[src/rtl/tick_rate_pkg.sv]
// Shared constants for the tick rate divider: speed codes, run/pause state
// encoding and the speed-code to terminal-count mapping.
package tick_rate_pkg;

  localparam logic [1:0] SPD_1HZ  = 2'b00;
  localparam logic [1:0] SPD_2HZ  = 2'b01;
  localparam logic [1:0] SPD_4HZ  = 2'b10;
  localparam logic [1:0] SPD_HALF = 2'b11;

  localparam logic ST_RUN    = 1'b1;
  localparam logic ST_PAUSED = 1'b0;

  // Terminal count for a speed code; the tick period is this value plus one.
  function automatic logic [31:0] speed_terminal(input logic [1:0] spd,
                                                 input int unsigned clk_hz);
    logic [31:0] t;
    case (spd)
      SPD_1HZ:  t = clk_hz - 32'd1;
      SPD_2HZ:  t = (clk_hz / 32'd2) - 32'd1;
      SPD_4HZ:  t = (clk_hz / 32'd4) - 32'd1;
      SPD_HALF: t = (32'd2 * clk_hz) - 32'd1;
      default:  t = clk_hz - 32'd1;
    endcase
    return t;
  endfunction

endpackage

[src/rtl/key_conditioner.sv]
// Pause key conditioning: 2-flop synchronizer, optional debounce (enabled by
// defining TICK_DEBOUNCE_EN) and a falling-edge detector giving a press pulse.
module key_conditioner #(
  parameter int DEBOUNCE_CYCLES = 500_000
) (
  input  logic clk_i,
  input  logic rst_ni,
  input  logic key_i,
  output logic press_o
);

  logic key_meta_q;
  logic key_sync_q;
  logic key_cond_s;
  logic key_prev_q;

  // Synchronizer resets to the released (high) level.
  always_ff @(posedge clk_i or negedge rst_ni) begin
    if (!rst_ni) begin
      key_meta_q <= 1'b1;
      key_sync_q <= 1'b1;
    end else begin
      key_meta_q <= key_i;
      key_sync_q <= key_meta_q;
    end
  end

`ifdef TICK_DEBOUNCE_EN
  localparam int DB_W = (DEBOUNCE_CYCLES > 1) ? $clog2(DEBOUNCE_CYCLES) : 1;

  logic [DB_W-1:0] db_cnt_q, db_cnt_d;
  logic            key_db_q, key_db_d;

  // Accept a new level only after it has differed for DEBOUNCE_CYCLES samples.
  always_comb begin
    db_cnt_d = db_cnt_q;
    key_db_d = key_db_q;
    if (key_sync_q == key_db_q) begin
      db_cnt_d = '0;
    end else if (db_cnt_q == DB_W'(DEBOUNCE_CYCLES - 1)) begin
      key_db_d = key_sync_q;
      db_cnt_d = '0;
    end else begin
      db_cnt_d = db_cnt_q + DB_W'(1);
    end
  end

  // Debounce state registers.
  always_ff @(posedge clk_i or negedge rst_ni) begin
    if (!rst_ni) begin
      db_cnt_q <= '0;
      key_db_q <= 1'b1;
    end else begin
      db_cnt_q <= db_cnt_d;
      key_db_q <= key_db_d;
    end
  end

  assign key_cond_s = key_db_q;
`else
  assign key_cond_s = key_sync_q;
`endif

  // Previous conditioned level for edge detection.
  always_ff @(posedge clk_i or negedge rst_ni) begin
    if (!rst_ni) begin
      key_prev_q <= 1'b1;
    end else begin
      key_prev_q <= key_cond_s;
    end
  end

  assign press_o = key_prev_q & ~key_cond_s;

endmodule

[src/rtl/tick_rate_gen.sv]
// Programmable tick divider with run/pause toggle for the BCD digit stage.
// Optional key debounce is enabled by defining TICK_DEBOUNCE_EN.
module tick_rate_gen
  import tick_rate_pkg::*;
#(
  parameter int unsigned CLK_HZ          = 50_000_000,
  parameter int          CNT_W           = 27,
  parameter int          DEBOUNCE_CYCLES = 500_000
) (
  input  logic       CLOCK_50,
  input  logic       reset,
  input  logic [1:0] speed_sel,
  input  logic       pause_key,
  output logic       tick,
  output logic       running
);

  logic [1:0]       spd_meta_q, spd_sync_q, spd_prev_q;
  logic             spd_chg_s;
  logic [CNT_W-1:0] term_s;
  logic [CNT_W-1:0] cnt_q, cnt_d;
  logic             tick_q, tick_d;
  logic             state_q, state_d;
  logic             press_s;

  key_conditioner #(
    .DEBOUNCE_CYCLES(DEBOUNCE_CYCLES)
  ) u_key (
    .clk_i  (CLOCK_50),
    .rst_ni (reset),
    .key_i  (pause_key),
    .press_o(press_s)
  );

  // Speed switch synchronizer plus a copy of the last seen value.
  always_ff @(posedge CLOCK_50 or negedge reset) begin
    if (!reset) begin
      spd_meta_q <= SPD_1HZ;
      spd_sync_q <= SPD_1HZ;
      spd_prev_q <= SPD_1HZ;
    end else begin
      spd_meta_q <= speed_sel;
      spd_sync_q <= spd_meta_q;
      spd_prev_q <= spd_sync_q;
    end
  end

  assign spd_chg_s = (spd_sync_q != spd_prev_q);
  assign term_s    = CNT_W'(speed_terminal(spd_sync_q, CLK_HZ));

  // Divider: a speed change overrides everything so the count never exceeds T.
  always_comb begin
    cnt_d  = cnt_q;
    tick_d = 1'b0;
    if (spd_chg_s) begin
      cnt_d = '0;
    end else if (state_q == ST_RUN) begin
      if (cnt_q == term_s) begin
        cnt_d  = '0;
        tick_d = 1'b1;
      end else begin
        cnt_d = cnt_q + CNT_W'(1);
      end
    end else begin
      cnt_d = cnt_q;
    end
  end

  // Each press flips between RUN and PAUSED.
  always_comb begin
    if (press_s) begin
      state_d = (state_q == ST_RUN) ? ST_PAUSED : ST_RUN;
    end else begin
      state_d = state_q;
    end
  end

  // Divider, tick and state registers.
  always_ff @(posedge CLOCK_50 or negedge reset) begin
    if (!reset) begin
      cnt_q   <= '0;
      tick_q  <= 1'b0;
      state_q <= ST_RUN;
    end else begin
      cnt_q   <= cnt_d;
      tick_q  <= tick_d;
      state_q <= state_d;
    end
  end

  assign tick    = tick_q;
  assign running = (state_q == ST_RUN);

endmodule

[config.mk]
export PLATFORM = sky130hd
export DESIGN_NAME = tick_rate_gen
export DESIGN_NICKNAME = d
export VERILOG_FILES = /design/src/rtl/tick_rate_pkg.sv /design/src/rtl/key_conditioner.sv /design/src/rtl/tick_rate_gen.sv
export SDC_FILE = /design/constraint.sdc
export NUM_CORES = 1
export LEC_CHECK = 0
export CAP_MARGIN = 20
export CORE_UTILIZATION = 30
export CTS_BUF_LIST = sky130_fd_sc_hd__clkbuf_2 sky130_fd_sc_hd__clkbuf_4 sky130_fd_sc_hd__clkbuf_8
export DETAILED_ROUTE_END_ITERATION = 8
export PLACE_DENSITY = 0.57
export SETUP_SLACK_MARGIN = 0.3
export SYNTH_ARGS = -nofsm -noshare
export SYNTH_HDL_FRONTEND = slang
export SYNTH_SLANG_ARGS = --single-unit
export TNS_END_PERCENT = 50
[constraint.sdc]
create_clock -name CLOCK_50 -period 2.7 [get_ports CLOCK_50]
set_input_delay 0.54 -clock CLOCK_50 [delete_from_list [all_inputs] [get_ports CLOCK_50]]
set_output_delay 0.54 -clock CLOCK_50 [all_outputs]
set_load 0.02 [all_outputs]
==> results.ini <==
[global_routing]
first_global_vias=1280
antenna_found_initial=0
gr-usage-all-layers_pct=11.87
grt_max_degree=39
grt_pass1_wl_um=6451
overflow=0

[setup_path]
rr_startpoint=spd_sync_q[0]$_DFF_PN0_
end_kind=flip-flop
cp.arrival_ps=2350
cp_max_fo=12
setup.worst_path.class=reg2reg
worstSetupStartpointType=flip-flop
critPathSlowestCell=dfrtp_2
cp_num_cells=8
r2r_cells=8
worst_path_dominant_cell_family=simple AND/OR/NAND/NOR gates
crit_buf_inv=1
reg2reg_setup_slack_ps=520
r2r-end=cnt_q[15]$_DFFE_PN0P_
max_stage_delay_ps=460
required_ps=2880
crit_chain=inv_1, ha_1, nand2b_1, o21ai_0, nand4_1, nor4_4, a211o_4, nor2_1

[sta]
fmax_mhz=459.6
setup_tns_ps=0
fin_skew_ps=6.799
setup_slack_ps=524.0
report.final.slew_viol_count=0
setup_viol=0
hold_viol_final=0
rsz0062_at_grt=no
slew_headroom_pct=43.81
period_minus_slack_ps=2176
worstMarginPinSlew_ps=842.9
min_period_over_period_pct=80.59

[detailed_routing]
routed_wl_um=3877
dr.pass1.iters=4
drt_first_iter_violations=82
vias=1324
ant_nets=0
route.detailed.drc=0
routed_via_density=4.832
wire_per_inst_um=14.15

[synth]
synthTopCellsByArea=dfrtp_1 42%, xor2_1 10%, nor2_1 5.8%
synthTopCellsByCount=34 x dfrtp_1, 31 x nor2_1, 23 x xor2_1
synth_edf_count=0
yosys_warnings=0
yosys.area.top_type=dfrtp_1
ys.flop_type=dfrtp_1
synth_top_cell_area_share_pct=42.08
synth.most_common_cell=dfrtp_1
syn_inst=185
synth_area_um2=2022
async_flop_share_pct=100.0
synth_nets=195
syn_area_per_cell_um2=10.93
ys_ff_latch=38
synth-seq-area-share_pct=47.28
ys_types=43

[power_and_ir_drop]
peakVddDrop_v=0.0003701
p_per_area_nw_per_um2=535.6
p_leak_nw=0.9688

[cts]
cts_sinks=38
clock_path_buffers=2
cts_buffers=5
clk_latency_ps=290
clk_pin_slew_ps=70
tritoncts=yes
cts-root-buf=clkbuf_8
ctsHoldBuffers=0
htree_levels=2

[finish]
stdcell_count=274
fin_util_pct=35.34
layout-drive-gt1-share_pct=17.26
stdcell_area_um2=2270
syn_to_final_growth_pct=12.25
fin_nets=206
fillers=633
antenna_cells=0

[die]
rows=29
die_h_um=84.10
initial_core_util_pct=31.48
ios=7
dieArea_um2=7072
die_x_um=84.10
coreArea_um2=6422

[placed_design]
dp_cells=265
placedInstanceArea_um2=2142
routabilityCongestion=0.8015
dp_hpwl_um=2568
post-place-ws_ps=409.9
portBuffers=6

[worst_hold_path]
hp-class=in2async

[run_status]
status=complete, no violations

[flow_run]
maxCapViolCount=0

-- layout make-up --
class / count / area, um2 / area share, %
Tap cell: 77 / 96.34 / 4.245
Inverter: 2 / 7.507 / 0.3308
Timing Repair Buffer: 6 / 55.05 / 2.426
Multi-Input combinational cell: 143 / 1045 / 46.03
Clock buffer: 5 / 68.82 / 3.032
Clock inverter: 3 / 40.04 / 1.764
Sequential cell: 38 / 957.2 / 42.17
-- sequential cells by signal, summed over array words and instances, names as in the netlist --
signal and cells:
cnt_q 27, running 1, spd_meta_q 2, spd_prev_q 2
spd_sync_q 2, tick 1, u_key.key_cond_s 1, u_key.key_meta_q 1
u_key.key_prev_q 1
-- worst register-to-register path, stage by stage, from the launching register on --
cell	delay, ps
dfrtp_2	460
inv_1	100
ha_1	310
nand2b_1	140
o21ai_0	140
nand4_1	180
nor4_4	350
a211o_4	310
nor2_1	80
-- worst max-delay path by stage --
stage / startpoint / end / slack, ps
2_1_floorplan: spd_sync_q[0]$_DFF_PN0_ / cnt_q[17]$_DFFE_PN0P_ / 690
3_3_place_gp: spd_sync_q[0]$_DFF_PN0_ / cnt_q[11]$_DFFE_PN0P_ / 510
3_5_place_dp: spd_sync_q[0]$_DFF_PN0_ / cnt_q[12]$_DFFE_PN0P_ / 410
4_1_cts: spd_sync_q[0]$_DFF_PN0_ / cnt_q[2]$_DFFE_PN0P_ / 400
5_1_grt: spd_sync_q[0]$_DFF_PN0_ / cnt_q[12]$_DFFE_PN0P_ / 350
6_report: spd_sync_q[0]$_DFF_PN0_ / cnt_q[15]$_DFFE_PN0P_ / 520
-- placed cells by master, fill, tap and decap left out, types with 2 or more instances in the layout --
cell              n
xnor2_1           4
and3_1            3
nand4_1           8
nand3_1          10
a211o_4           2
clkbuf_8          5
nor2_1           31
xor2_1           23
and4_1            2
o22ai_1           2
clkdlybuf4s50_1   5
nor3_4            3
nor4b_4           2
dfstp_2           4
inv_1             2
clkinv_2          2
nand2_1          17
nand2b_1          5
ha_1              5
dfrtp_1          33
a21oi_2           2
nor2_2            2
nand3b_1          2
-- through the flow --
stage          hold WS [ps]  total power [mW]
2_1_floorplan         244.4            0.7022
3_3_place_gp          337.2            0.7409
3_5_place_dp          340.4            0.7423
4_1_cts               359.1             1.224
5_1_grt               364.6             1.275
6_report              349.5             1.216
-- layer usage --
metal | share of wire (%) | global-route usage, %
met2 | 43 | 17.96
met1 | 52 | 16.60
met3 | 3.4 | 2.967
met4 | 1.3 | 3.762
met5 | 0 | 0
-- cell families after synthesis --
family,count (synthesis),share of synthesized area [%]
fa+ha+maj,5,3.094
simple gates,100,31.50
buf+inv,5,1.918
xor+xnor,28,12.50
compound gates,9,3.713
flops,38,47.28
-- power by group --
part           internal (mW)  switching [mW]
combinational         0.0439          0.0680
clock                  0.272           0.200
sequential             0.596          0.0354
total                  0.912           0.303
-- repair_timing --
action                                  CTS  global route
endpoints found under the setup margin    0            24
buffers inserted                          0             0
resized for setup                         0             2
(Power assumes the default switching activity.)
